**config.mk**
```make
export PLATFORM = sky130hd
export DESIGN_NAME = ppu_mem_arbiter
export DESIGN_NICKNAME = d
export VERILOG_FILES = /design/src/rtl/ppu_pkg.sv /design/src/rtl/ppu_oam_dma.sv /design/src/rtl/ppu_mem_arbiter.sv
export SDC_FILE = /design/constraint.sdc
export NUM_CORES = 1
export LEC_CHECK = 0
export ABC_AREA = 1
export CAP_MARGIN = 10
export CELL_PAD_IN_SITES_DETAIL_PLACEMENT = 0
export CELL_PAD_IN_SITES_GLOBAL_PLACEMENT = 1
export CORE_MARGIN = 4
export CORE_UTILIZATION = 16
export CTS_CLUSTER_SIZE = 16
export DETAILED_ROUTE_END_ITERATION = 8
export GPL_ROUTABILITY_DRIVEN = 0
export PLACE_DENSITY = 0.92
export SYNTH_ARGS = -nofsm -noshare
export SYNTH_HDL_FRONTEND = slang
export SYNTH_HIERARCHICAL = 1
export SYNTH_SLANG_ARGS = --single-unit
```
**constraint.sdc**
```tcl
create_clock -name clk -period 2.1 [get_ports clk]
set_input_delay 0.315 -clock clk [delete_from_list [all_inputs] [get_ports clk]]
set_output_delay 0.315 -clock clk [all_outputs]
set_load 0.03 [all_outputs]
```
**src/rtl/ppu_pkg.sv**
```systemverilog
// Shared PPU types, memory-map constants and small decode helpers used by the
// VRAM/OAM arbiter and its OAM DMA engine.
package ppu_pkg;

  typedef enum logic [1:0] {
    H_BLANK = 2'd0,
    V_BLANK = 2'd1,
    SCAN    = 2'd2,
    DRAW    = 2'd3
  } PPU_STATES_t;

  // Where the data returned to a requester comes from on the cycle after its strobe.
  typedef enum logic [1:0] {
    SEL_NONE = 2'd0,
    SEL_VRAM = 2'd1,
    SEL_OAM  = 2'd2,
    SEL_FF   = 2'd3
  } rd_sel_t;

  typedef enum logic [1:0] {
    DMA_IDLE  = 2'd0,
    DMA_START = 2'd1,
    DMA_READ  = 2'd2,
    DMA_WRITE = 2'd3
  } dma_state_t;

  localparam logic [15:0] OAM_BASE_ADDR  = 16'hFE00;
  localparam logic [15:0] OAM_END_ADDR   = 16'hFE9F;
  localparam logic [15:0] VRAM_BASE_ADDR = 16'h8000;
  localparam logic [15:0] DMA_REG_ADDR   = 16'hFF46;

  function automatic logic is_vram(input logic [15:0] addr);
    return addr[15:13] == VRAM_BASE_ADDR[15:13];
  endfunction

  function automatic logic is_oam(input logic [15:0] addr);
    return (addr >= OAM_BASE_ADDR) && (addr <= OAM_END_ADDR);
  endfunction

  // Sources at E0..FF would alias echo RAM; fold them back onto C0..DF.
  function automatic logic [7:0] dma_src_hi(input logic [7:0] value);
    return (value >= 8'hE0) ? (value - 8'h20) : value;
  endfunction

endpackage

```
**src/rtl/ppu_oam_dma.sv**
```systemverilog
// OAM DMA engine: on an FF46 write, copies DMA_LEN bytes from {src_hi, idx}
// into OAM[idx], alternating one read cycle and one write cycle per byte.
module ppu_oam_dma
  import ppu_pkg::*;
#(
  parameter int DMA_LEN = 160
) (
  input  logic        clk,
  input  logic        rst,
  input  logic        trig,
  input  logic [7:0]  trig_data,
  output logic        active,
  output logic        rd,
  output logic [15:0] addr,
  output logic        oam_wr,
  output logic [7:0]  oam_addr
);

  localparam logic [7:0] LAST_IDX = 8'(DMA_LEN - 1);

  dma_state_t state_reg;
  logic [7:0] idx_reg;
  logic [7:0] src_hi_reg;
  logic       active_reg;
  logic       rd_reg;
  logic       wr_reg;
  logic [15:0] addr_reg;

  // A trigger wins over every state, so a retrigger mid-transfer drops the byte in flight.
  always_ff @(posedge clk) begin
    if (rst) begin
      state_reg  <= DMA_IDLE;
      idx_reg    <= 8'd0;
      src_hi_reg <= 8'd0;
      active_reg <= 1'b0;
      rd_reg     <= 1'b0;
      wr_reg     <= 1'b0;
      addr_reg   <= 16'd0;
    end else begin
      rd_reg   <= 1'b0;
      wr_reg   <= 1'b0;
      addr_reg <= 16'd0;
      if (trig) begin
        src_hi_reg <= dma_src_hi(trig_data);
        idx_reg    <= 8'd0;
        state_reg  <= DMA_START;
        active_reg <= 1'b1;
      end else begin
        case (state_reg)
          DMA_IDLE: begin
            active_reg <= 1'b0;
          end
          DMA_START: begin
            state_reg <= DMA_READ;
            rd_reg    <= 1'b1;
            addr_reg  <= {src_hi_reg, idx_reg};
          end
          DMA_READ: begin
            state_reg <= DMA_WRITE;
            wr_reg    <= 1'b1;
          end
          DMA_WRITE: begin
            if (idx_reg == LAST_IDX) begin
              state_reg  <= DMA_IDLE;
              active_reg <= 1'b0;
            end else begin
              idx_reg   <= idx_reg + 8'd1;
              state_reg <= DMA_READ;
              rd_reg    <= 1'b1;
              addr_reg  <= {src_hi_reg, idx_reg + 8'd1};
            end
          end
          default: begin
            state_reg  <= DMA_IDLE;
            active_reg <= 1'b0;
          end
        endcase
      end
    end
  end

  assign active   = active_reg;
  assign rd       = rd_reg;
  assign addr     = addr_reg;
  assign oam_wr   = wr_reg;
  assign oam_addr = idx_reg;

endmodule

```
**src/rtl/ppu_mem_arbiter.sv**
```systemverilog
// VRAM/OAM arbiter between CPU, PPU fetch and OAM DMA with PPU-mode lockout.
// Define PPU_ARB_DMA_EN to build in the FF46-triggered OAM DMA engine.
module ppu_mem_arbiter
  import ppu_pkg::*;
#(
  parameter int DMA_LEN = 160
) (
  input  logic        clk,
  input  logic        rst,
  input  logic        LCD_EN,
  input  logic [1:0]  PPU_MODE,
  input  logic [15:0] CPU_ADDR,
  input  logic        CPU_RD,
  input  logic        CPU_WR,
  input  logic [7:0]  CPU_DATA_out,
  output logic [7:0]  CPU_DATA_in,
  input  logic        PPU_RD,
  input  logic [15:0] PPU_ADDR,
  output logic [7:0]  PPU_DATA_in,
  output logic [12:0] VRAM_ADDR,
  output logic        VRAM_WR,
  output logic [7:0]  VRAM_WDATA,
  input  logic [7:0]  VRAM_RDATA,
  output logic [7:0]  OAM_ADDR,
  output logic        OAM_WR,
  output logic [7:0]  OAM_WDATA,
  input  logic [7:0]  OAM_RDATA,
  output logic [15:0] DMA_ADDR,
  output logic        DMA_RD,
  input  logic [7:0]  DMA_DATA_in,
  output logic        DMA_ACTIVE
);

  PPU_STATES_t mode;
  logic vram_locked;
  logic oam_mode_locked;
  logic cpu_access;
  logic cpu_vram_req, cpu_oam_req, ppu_vram_req, ppu_oam_req;
  logic cpu_vram_gnt, cpu_oam_gnt, ppu_vram_gnt, ppu_oam_gnt;
  logic cpu_dma_trig;

  logic        dma_active;
  logic        dma_rd;
  logic [15:0] dma_addr;
  logic        dma_oam_wr;
  logic [7:0]  dma_oam_addr;
  logic [7:0]  dma_oam_wdata;

  assign mode            = PPU_STATES_t'(PPU_MODE);
  assign vram_locked     = LCD_EN && (mode == DRAW);
  assign oam_mode_locked = LCD_EN && ((mode == SCAN) || (mode == DRAW));

  assign cpu_access   = !rst && (CPU_RD || CPU_WR);
  assign cpu_vram_req = cpu_access && is_vram(CPU_ADDR);
  assign cpu_oam_req  = cpu_access && is_oam(CPU_ADDR);
  assign ppu_vram_req = !rst && PPU_RD && is_vram(PPU_ADDR);
  assign ppu_oam_req  = !rst && PPU_RD && is_oam(PPU_ADDR);
  assign cpu_dma_trig = !rst && CPU_WR && (CPU_ADDR == DMA_REG_ADDR);

  // The PPU only takes a RAM when the CPU was not granted it this cycle; a lock
  // simply removes the CPU grant, which hands the port to the PPU.
  assign cpu_vram_gnt = cpu_vram_req && !vram_locked;
  assign ppu_vram_gnt = ppu_vram_req && !cpu_vram_gnt;
  assign cpu_oam_gnt  = cpu_oam_req && !oam_mode_locked && !dma_active;
  assign ppu_oam_gnt  = ppu_oam_req && !dma_oam_wr && !cpu_oam_gnt;

`ifdef PPU_ARB_DMA_EN
  ppu_oam_dma #(
    .DMA_LEN (DMA_LEN)
  ) u_oam_dma (
    .clk       (clk),
    .rst       (rst),
    .trig      (cpu_dma_trig),
    .trig_data (CPU_DATA_out),
    .active    (dma_active),
    .rd        (dma_rd),
    .addr      (dma_addr),
    .oam_wr    (dma_oam_wr),
    .oam_addr  (dma_oam_addr)
  );
  assign dma_oam_wdata = DMA_DATA_in;
`else
  logic unused_dma;
  assign unused_dma    = ^{DMA_DATA_in, cpu_dma_trig};
  assign dma_active    = 1'b0;
  assign dma_rd        = 1'b0;
  assign dma_addr      = 16'd0;
  assign dma_oam_wr    = 1'b0;
  assign dma_oam_addr  = 8'd0;
  assign dma_oam_wdata = 8'd0;
`endif

  assign DMA_ACTIVE = dma_active;
  assign DMA_RD     = dma_rd;
  assign DMA_ADDR   = dma_addr;

  always_comb begin
    VRAM_ADDR  = 13'd0;
    VRAM_WR    = 1'b0;
    VRAM_WDATA = 8'd0;
    if (cpu_vram_gnt) begin
      VRAM_ADDR  = CPU_ADDR[12:0];
      VRAM_WR    = CPU_WR;
      VRAM_WDATA = CPU_DATA_out;
    end else if (ppu_vram_gnt) begin
      VRAM_ADDR = PPU_ADDR[12:0];
    end
  end

  always_comb begin
    OAM_ADDR  = 8'd0;
    OAM_WR    = 1'b0;
    OAM_WDATA = 8'd0;
    if (dma_oam_wr) begin
      OAM_ADDR  = dma_oam_addr;
      OAM_WR    = 1'b1;
      OAM_WDATA = dma_oam_wdata;
    end else if (ppu_oam_gnt) begin
      OAM_ADDR = PPU_ADDR[7:0];
    end else if (cpu_oam_gnt) begin
      OAM_ADDR  = CPU_ADDR[7:0];
      OAM_WR    = CPU_WR;
      OAM_WDATA = CPU_DATA_out;
    end
  end

  // Port 0 is the CPU, port 1 the PPU; each keeps its own return select.
  logic [1:0]      rd_req;
  logic [1:0]      rd_vram_gnt;
  logic [1:0]      rd_oam_gnt;
  logic [1:0][7:0] rd_data;

  assign rd_req      = {PPU_RD, CPU_RD} & {2{!rst}};
  assign rd_vram_gnt = {ppu_vram_gnt, cpu_vram_gnt};
  assign rd_oam_gnt  = {ppu_oam_gnt, cpu_oam_gnt};

  genvar gi;
  generate
    for (gi = 0; gi < 2; gi++) begin : g_rd_port
      rd_sel_t    sel_next;
      rd_sel_t    sel_reg;
      logic [7:0] data_next;

      always_comb begin
        sel_next = SEL_NONE;
        if (rd_req[gi]) begin
          if (rd_vram_gnt[gi]) begin
            sel_next = SEL_VRAM;
          end else if (rd_oam_gnt[gi]) begin
            sel_next = SEL_OAM;
          end else begin
            sel_next = SEL_FF;
          end
        end
      end

      always_ff @(posedge clk) begin
        if (rst) begin
          sel_reg <= SEL_NONE;
        end else begin
          sel_reg <= sel_next;
        end
      end

      always_comb begin
        data_next = 8'hFF;
        case (sel_reg)
          SEL_VRAM: data_next = VRAM_RDATA;
          SEL_OAM:  data_next = OAM_RDATA;
          default:  data_next = 8'hFF;
        endcase
      end

      assign rd_data[gi] = data_next;
    end
  endgenerate

  assign CPU_DATA_in = rd_data[0];
  assign PPU_DATA_in = rd_data[1];

endmodule

```
Word level (Yosys, flattened, before mapping)

Index checks and enable logic that the tools add are counted.

Equal/unequal tests: 8
Bitwise logic cells: 3
Magnitude comparators: 4
Mux-type cells: 16
Reductions and logical operators: 25

Operator list:

| cell                                                            | count |
|---|---|
| 8-bit 2-to-1 mux                                                | 5 |
| 16-bit >= comparator, second input constant                     | 2 |
| 16-bit <= comparator, second input constant                     | 2 |
| 8-bit case mux with 2 select lines                              | 2 |
| 13-bit 2-to-1 mux                                               | 2 |
| 1-bit logical AND                                               | 14 |
| 2-bit == test, second input constant                            | 4 |
| 1-bit 2-to-1 mux                                                | 7 |
| 3-bit == test, second input constant                            | 2 |
| 3-bit OR reduction                                              | 2 |
| 1-bit zero test                                                 | 5 |
| 2-bit by 1-bit == test with 1-bit output, second input constant | 2 |
| 2-bit OR reduction                                              | 2 |
| 2-bit AND                                                       | 1 |
| 1-bit logical OR                                                | 2 |
| 1-bit inverter                                                  | 2 |

Register bits: 4
Output and inout bits: 73

Depth between registers and ports, before layout

Word-level depth: 9
Depth in mapped cells: 8

Worst setup path before layout

OpenSTA, ideal clock, no wires.

Kind: input to output
From: input port rst
To: output port OAM_WDATA[0]
Data arrival time: 1.328 ns
Setup slack: 0.457 ns
Stages: 6
Cell sequence: inv_2 o21ai_0 nor2_1 nand3_4 buf_6 nor2_1

Longest elaborated chain between the ends: 7

RTL lines:

| item                 | line                                         | source |
|---|---|---|
| start, declared      | ppu_mem_arbiter.sv:9                         | `input logic rst,` |
| 1-bit zero test (*)  | ppu_mem_arbiter.sv:53, ppu_mem_arbiter.sv:57 |  |
| 1-bit logical AND    | ppu_mem_arbiter.sv:53                        | `assign cpu_access = !rst && (CPU_RD \|\| CPU_WR);` |
| 1-bit logical AND    | ppu_mem_arbiter.sv:55                        | `assign cpu_oam_req = cpu_access && is_oam(CPU_ADDR);` |
| 1-bit logical AND    | ppu_mem_arbiter.sv:64                        | `assign cpu_oam_gnt = cpu_oam_req && !oam_mode_locked && !dma_active;` |
| 1-bit zero test      | ppu_mem_arbiter.sv:65                        | `assign ppu_oam_gnt = ppu_oam_req && !dma_oam_wr && !cpu_oam_gnt;` |
| 1-bit logical AND    | ppu_mem_arbiter.sv:65                        |  |
| 8-bit 2-to-1 mux (*) | ppu_mem_arbiter.sv:118                       | `end else if (ppu_oam_gnt) begin` |
| end, declared        | ppu_mem_arbiter.sv:26                        | `output logic [7:0] OAM_WDATA,` |

Mark *: on every way between the ends. The rest lies on a longest branch, timed or not.

Final worst setup path

From: input port CPU_ADDR[9]
To: output port OAM_ADDR[6]

Longest elaborated chain between the ends: 7

RTL lines:

| item                                                         | line                   | source |
|---|---|---|
| start, declared                                              | ppu_mem_arbiter.sv:12  | `input logic [15:0] CPU_ADDR,` |
| 16-bit >= comparator or 16-bit <= comparator (tied branches) | ppu_pkg.sv:37          | `return (addr >= OAM_BASE_ADDR) && (addr <= OAM_END_ADDR);` |
| 1-bit logical AND (*)                                        | ppu_pkg.sv:37          |  |
| 1-bit logical AND (*)                                        | ppu_mem_arbiter.sv:55  |  |
| 1-bit logical AND (*)                                        | ppu_mem_arbiter.sv:64  |  |
| 1-bit zero test                                              | ppu_mem_arbiter.sv:65  |  |
| 1-bit logical AND                                            | ppu_mem_arbiter.sv:65  |  |
| 8-bit 2-to-1 mux (*)                                         | ppu_mem_arbiter.sv:118 |  |
| end, declared                                                | ppu_mem_arbiter.sv:24  | `output logic [7:0] OAM_ADDR,` |

Marks and branches as above.

==> qor.csv <==
metric;value;unit
status;finished clean;
CP Launch Type;input port;
Pre-antenna DRT Iters;4;
die width;92.3;µm
Overflow after GRT;0;
crit path time final;2.06;ns
max-slew violation count;0;
Peak Freq;486;MHz
ys async rst share;0;%
Max-Cap Viols;0;
via-per-instance ratio;4.06;
WHS;0.712;ns
Crit. End Element;output port;
Die ar.;8510;µm²
# IOs;145;
Final setup violation count;0;
met1 Usage GRT;11.3;%
final WL;4930;µm
DR iter-0 viols;25;
vias;1680;
CP max FO;5;
first-pass GRT wire length;7420;µm
Yosys reg bits;4;
Arrival @ worst endpoint;1.74;ns
Synth Area per Inst;5.83;µm²
number of clock sinks;4;
worst slack, placed;-0.0453;ns
max reg flops;4;
DP Wirelength;4120;µm
Area Growth Syn to Fin;112;%
Peak VDD IR;0.0943;mV
RSZ-0062 raised after global routing;true;
routed wire length per instance;11.9;µm
Syn Std Cell Area;1140;µm²
final worst slack;0.0413;ns
EDFF count, synth;0;
hold buffers post-CTS;0;
Hold Fails Final Rpt;0;
IO buf count;118;
fin nets;396;
Syn. warnings;6;
Antenna diodes;0;
WS Path Type;in2out;
Die Ht;92.3;µm
CTS tree;yes;
largest net degree at the start of global routing;19;
M2 GR Usage;20.4;%
Cell variety after synth;23;
Final period util;98.0;%
Lkg Pwr;1.23;nW
power per cell area;284;nW/µm²
clk buf depth;2;
cells after synthesis;195;
Primary FF master, synth;dfxtp_1;
Initial Util;16.6;%
clk root buf;clkbuf_8;
Worst Hold Class;in2reg;
vias in the first global route;1587;
initial antenna violation count;0;
core outline area;6830;µm²
Antenna Nets Post-Route;0;
CP cell instances;clkdlybuf4s50_1 > inv_2 > nor3_4 > inv_2 > nor2_4 > nand3_2 > nand2_1 > buf_6;
cts bufs inserted;3;
global routing's busiest layer;met2;
Global Route Usage Sum;10.6;%
# H-tree levels;1;
layout cells sized above 1;24.5;%
Slowest-stage cell, CP;clkdlybuf4s50_1;
critical path required time;1.78;ns
Rows;30;
Critical Path Max Stage Delay;0.50;ns
sequential fraction of the synthesis area;7.05;%
DRC Markers;0;
met3 Use GR;3.20;%
clock slew at reported path FFs;0.03;ns
most used cell, CP;inv_2;
-- Yosys cell counts, types with 2 or more instances --
cell type,n,area share (%)
nand2_1,47,16
nand2_2,2,1.1
nor2_1,25,8.3
nand3_1,30,13
a21oi_2,2,1.5
ha_1,4,4.4
o21ai_0,2,0.88
dfxtp_1,4,7.0
inv_1,23,7.6
clkbuf_1,6,2.0
a221o_1,16,14
a21oi_1,2,0.88
buf_4,21,14
inv_2,2,0.66
-- per-stage QoR --
step	power [mW]	setup TNS [ns]	cell area, µm²	cells	utilization (%)
3_3_place_gp	0.543	-0.0740	2290	408	33.5
5_1_grt	0.726	-0.277	2410	414	35.3
6_report	0.684	0	2410	414	35.3
4_1_cts	0.687	0	2330	413	34.1
2_1_floorplan	0.340	0	1200	212	-
3_5_place_dp	0.547	-0.239	2290	408	33.5
-- worst paths after layout --
check / slack [ns] / startpoint / to / depth (start not counted)
max: 0.04 / CPU_ADDR[9] / OAM_ADDR[6] / 8
min: 0.71 / PPU_RD / g_rd_port[1].sel_reg[0] / 3
-- per-layer routing --
metal	vias up	wire length [µm]
met1	736	1840
met3	2	504
met4	0	17
met5	-	0
li1	854	-
met2	88	2580
-- power breakdown --
| group | switching [mW] | internal, mW |
|---|---|---|
| clock network | 0.0362 | 0.122 |
| registers | 0.00211 | 0.0809 |
| logic | 0.248 | 0.195 |
| total | 0.287 | 0.398 |
-- critical path: cells and delay by family --
| kind | cells | cell delay (ns) |
|---|---|---|
| buf+inv | 4 | 0.79 |
| simple gates | 4 | 0.64 |
-- logic make-up (layout without fill, tap and decap cells) --
| family | after synthesis | count (layout) | synth area share, % |
|---|---|---|---|
| adder cells (fa/ha/maj) | 4 | 4 | 4.41 |
| other | 1 | 18 | 0.330 |
| flip-flops | 4 | 4 | 7.05 |
| buffers and inverters | 54 | 159 | 25.5 |
| AO/OA/AOI/OAI | 22 | 22 | 17.4 |
| AND/OR/NAND/NOR | 110 | 111 | 45.3 |
-- layout make-up --
type	instances	area [µm²]
multi-input cells	155	886
repair buffers	131	1180
fillers	751	4420
well taps	96	120
inverters	25	96.3
flip-flops and latches	4	80.1
clock buffers	3	41.3
-- cell usage in the layout (no fill, tap or decap), types with 4 or more instances in the layout --
master,n
inv_1,21
a221o_1,16
conb_1,18
clkdlybuf4s50_1,61
nor2_1,25
ha_1,4
nand3_2,5
nand2_1,44
buf_4,47
dlygate4sd2_1,16
nand3_1,25
dfxtp_1,4
nand2_2,4
buf_6,5
-- what timing repair did --
action,CTS,global route
pin swaps,1,8
setup buffers,1,1
resized for setup,20,18
setup endpoints to repair,30,34
cloned,1,0
Note: power is estimated with default switching activity, not from simulation.
==> variant 1, RTL diff (config.mk and constraints unchanged) <==
Register the input `OAM_RDATA` before use, without a reset. The logic sees it one clock later. The other inputs are not delayed to match.
--- a/src/rtl/ppu_mem_arbiter.sv
+++ b/src/rtl/ppu_mem_arbiter.sv
@@ -31,4 +31,10 @@
   output logic        DMA_ACTIVE
 );
+
+  logic [7:0] OAM_RDATA_q;
+
+  always_ff @(posedge clk) begin
+    OAM_RDATA_q <= OAM_RDATA;
+  end
 
   PPU_STATES_t mode;
@@ -167,5 +173,5 @@
         case (sel_reg)
           SEL_VRAM: data_next = VRAM_RDATA;
-          SEL_OAM:  data_next = OAM_RDATA;
+          SEL_OAM:  data_next = OAM_RDATA_q;
           default:  data_next = 8'hFF;
         endcase
Formal check against the unedited RTL: not equivalent (Yosys sat finds a counterexample within 4 cycles, from zero or initial values).
==> variant 1 against the unedited design <==
- worst setup slack improved by 70 ps
- total power increased by 37%
- routed wire length increased by 9.8%
- clock power increased by 51%
- sequential cell count increased by 8
- non-clock buffer count decreased by 2
- count of clock-buffer cells in the layout increased by 1
- die area increased by 13%
- sequential share of layout area increased by 5.7 points
- global-route usage decreased by 0.52 points
- combinational power increased by 2%
- area after synthesis increased by 14%
- final area increased by 11%
- critical path type unchanged
==> variant 1: results (changes against the unedited design) <==
| Metric | Value |
|---|---|
| DP Area | 2480 um^2 (was 2290 um^2) |
| Number of flip-flops in the largest register | 8 (was 4) |
| CTS Root Cell | clkbuf_8 (unchanged) |
| Status | finished clean (unchanged) |
| TritonCTS Buffers | 3 (unchanged) |
| Clock transition at path regs | 50 ps (was 30 ps) |
| Ratio of cells with drive above 1 in the final layout | 0.251 (was 0.245) |
| Initial antenna violation count | 0 (unchanged) |
| Largest cells by area after synthesis | dfxtp_1, nand2_1, a221o_1 (was nand2_1, a221o_1, buf_4) |
| WHS Path Cells | 1 (was 3) |
| Leak Pwr | 1.31 nW (was 1.23 nW) |
| DP Worst Slack | -32.2 ps (was -45.3 ps) |
| Fill count | 831 (was 751) |
| Hpwl dp | 4380 um (was 4120 um) |
| WL per Instance | 12.6 um (was 11.9 um) |
| Longest Clk Path Bufs | 2 (unchanged) |
| Via count | 1743 (was 1680) |
| Crit Path Max Fanout | 9 (was 5) |
| Slowest cell delay on critical path | 470 ps (was 500 ps) |
| Setup-failing EPs final | 0 (unchanged) |
| Total GRT Usage | 0.101 (was 0.106) |
| Initial detailed-routing violation count | 44 (was 25) |
| Worst VDD drop | 165 uV (was 94.3 uV) |
| Sequential share of the synthesized area | 0.185 (was 0.0705) |
| Final nets | 404 (was 396) |
| First-pass GRT wire length | 8150 um (was 7420 um) |
| Worst Path Arrival | 1670 ps (was 1740 ps) |
| Largest net degree at the start of global routing | 14 (was 19) |
## variant 1: cell types whose count changed in the layout (fill, tap and decap cells not counted), sizes merged
| cell | unedited run | this run |
|---|---|---|
| clkbuf | 3 | 4 |
| nand3 | 31 | 33 |
| buf | 52 | 50 |
| dfxtp | 4 | 12 |
## variant 1: metal layers
layer,part of all wire,routed length [um],up-vias,track usage
met5,0,0,-,0
met4,0.0026,14,0,0.0160
li1,-,-,887,-
met3,0.10,543,2,0.0257
met1,0.38,2040,756,0.113
met2,0.52,2820,98,0.194
## variant 1: what timing repair did
| action | in CTS | in global routing |
|---|---|---|
| setup endpoints to repair | 46 | 39 |
| resized for setup | 19 | 28 |
| hold buffers | 0 | 0 |
| pin swaps | 0 | 7 |
| gates cloned | 1 | 2 |
| setup buffers | 0 | 0 |
## variant 1: final timing paths
path                                 end    startpoint  slack (ps)
setup / recovery             OAM_ADDR[5]  CPU_ADDR[15]         110
hold / removal    OAM_RDATA_q[0]$_DFF_P_  OAM_RDATA[0]         520
## variant 1: critical path: cells and delay by family
family	cells	cell delay [ps]
AND/OR/NAND/NOR	5	510
buffers and inverters	4	850
## variant 1: area by class of cell
cell class	count	area [um^2]	share of cell area
Multi-Input combinational cell	157	950	0.356
Timing Repair Buffer	129	1190	0.448
Clock buffer	4	55.1	0.0206
Sequential cell	12	240	0.0901
Inverter	25	98.8	0.0371
Tap cell	102	128	0.0479
## variant 1: kinds of logic after synthesis
group / synth area share
compound gates: 0.153
other cells: 0.00289
fa+ha+maj: 0.0386
simple gates: 0.397
buf+inv: 0.224
flops: 0.185
## variant 1: metrics by stage
step	hold slack (ps)	std cells	power [mW]	util
finish	524	429	0.938	0.342
global route	514	429	0.987	0.342
CTS	517	427	0.933	0.324
detailed placement	767	422	0.712	0.318
global placement	765	422	0.708	0.318
floorplan	343	220	0.506	-
## variant 1: report_power, final
part,switching [mW],total [mW],internal (mW),leakage (nW)
clock network,0.0734,0.238,0.165,0.0288
registers,0.00628,0.247,0.241,0.101
logic,0.255,0.453,0.198,1.18
total,0.335,0.938,0.604,1.31
==> variant 2, RTL diff (same flow settings) <==
Without the edit above. The option `PPU_ARB_DMA_EN` is turned on by a define.
--- a/src/rtl/ppu_mem_arbiter.sv
+++ b/src/rtl/ppu_mem_arbiter.sv
@@ -1,4 +1,6 @@
 // VRAM/OAM arbiter between CPU, PPU fetch and OAM DMA with PPU-mode lockout.
 // Define PPU_ARB_DMA_EN to build in the FF46-triggered OAM DMA engine.
+`define PPU_ARB_DMA_EN
+
 module ppu_mem_arbiter
   import ppu_pkg::*;
Function: changed (a bounded check fails within 4 cycles, from zero or initial values and one cycle with rst high).
==> variant 2 against the unedited design <==
- clock power increased to 5.4 times the old value
- area after synthesis increased by 140%
- non-clock buffer count increased by 66
- sequential cell count increased by 37
- final area increased by 110%
- sequential power increased to 9.4 times the old value
- synthesized cell count increased by 99%
- routed wire length increased by 130%
- total power increased to 3.1 times the old value
- worst setup slack got worse by 2.0 ps
- largest cell class unchanged
- largest power group is now the clock network
- highest routed layer unchanged
==> variant 2: results (changes against the unedited design) <==
| Metric | Value |
|---|---|
| Placed cells | 774 (was 408) |
| Hpwl dp | 8630 um (was 4120 um) |
| Post-synth top cells | nand2_1, inv_1, nor2_1 (was nand2_1, nand3_1, nor2_1) |
| I/O Buffers | 144 (was 118) |
| Worst VDD drop | 389 uV (was 94.3 uV) |
| Slowest cell delay on critical path | 440 ps (was 500 ps) |
| Netlist cell types | 28 (was 23) |
| DP Worst Slack | -215 ps (was -45.3 ps) |
| Worst hold path type | flop to flop (was input pin to flop) |
| Vias in the first global route | 3055 (was 1587) |
| Via count | 3244 (was 1680) |
| Vias per cell | 4.04 (was 4.06) |
| CTS Root Cell | clkbuf_16 (was clkbuf_8) |
| Final nets | 658 (was 396) |
| Int Power | 1.58 mW (was 0.398 mW) |
| Sequential share of the synthesized area | 0.305 (was 0.0705) |
| Register area | 826 um^2 (was 80.1 um^2) |
| First-pass GRT wire length | 15900 um (was 7420 um) |
| Initial detailed-routing violation count | 109 (was 25) |
| Syn avg cell area | 6.91 um^2 (was 5.83 um^2) |
| Total GRT Usage | 0.108 (was 0.106) |
| Initial antenna violation count | 2 (was 0) |
| Leak Pwr | 2.25 nW (was 1.23 nW) |
| Number of flip-flops in the largest register | 16 (was 4) |
| Status | finished clean (unchanged) |
| Clock transition at path regs | 60 ps (was 30 ps) |
| Fill count | 1776 (was 751) |
| Hold_ws | 430 ps (was 712 ps) |
## variant 2: cell type report
class	instances	area share
repair buffers	197	0.375
multi-input cells	275	0.331
flip-flops and latches	41	0.162
well taps	220	0.0541
inverters	60	0.0455
clock buffers	5	0.0246
clock inverters	2	0.00688
diodes	2	0.000983
## variant 2: final timing paths
kind | startpoint | end | cells past startpoint
min | u_oam_dma/src_hi_reg[4]$_SDFFE_PP0P_ | u_oam_dma/addr[12]$_SDFF_PP0_ | 2
max | PPU_ADDR[7] | OAM_ADDR[6] | 9
max reg2reg | u_oam_dma/oam_addr[1]$_SDFFE_PP0P_ | u_oam_dma/addr[14]$_SDFF_PP0_ | 6
min reg2reg | u_oam_dma/src_hi_reg[4]$_SDFFE_PP0P_ | u_oam_dma/addr[12]$_SDFF_PP0_ | 2
## variant 2: layer usage
layer | share of wire | global-route usage
met4 | 0.012 | 0.0166
met1 | 0.41 | 0.126
met5 | 0 | 0
met2 | 0.50 | 0.199
met3 | 0.076 | 0.0296
## variant 2: worst reg2reg max path, stage by stage (launching register included)
cell and delay, ps:
dfxtp_1 440, ha_1 230, nand2_2 90, nor2_4 180, nand2_4 100, o21ai_4 300, nor2_1 80
## variant 2: power groups by stage
stage          clock [mW]  combinational, mW  sequential [mW]
6_report            0.850              0.506            0.783
4_1_cts             0.889              0.491            0.784
5_1_grt             0.925              0.536            0.783
2_1_floorplan           0              0.205            0.801
3_3_place_gp            0              0.503            0.801
3_5_place_dp            0              0.506            0.801
## variant 2: cells by family (layout without fill, tap and decap cells)
family,Yosys count,count (layout),share of synthesized area
and+or+nand+nor,193,194,0.315
other,0,2,0
DFF,41,41,0.305
AOI/OAI and AO/OA,75,75,0.236
buffers and inverters,74,264,0.116
adders and majority gates,6,6,0.0279
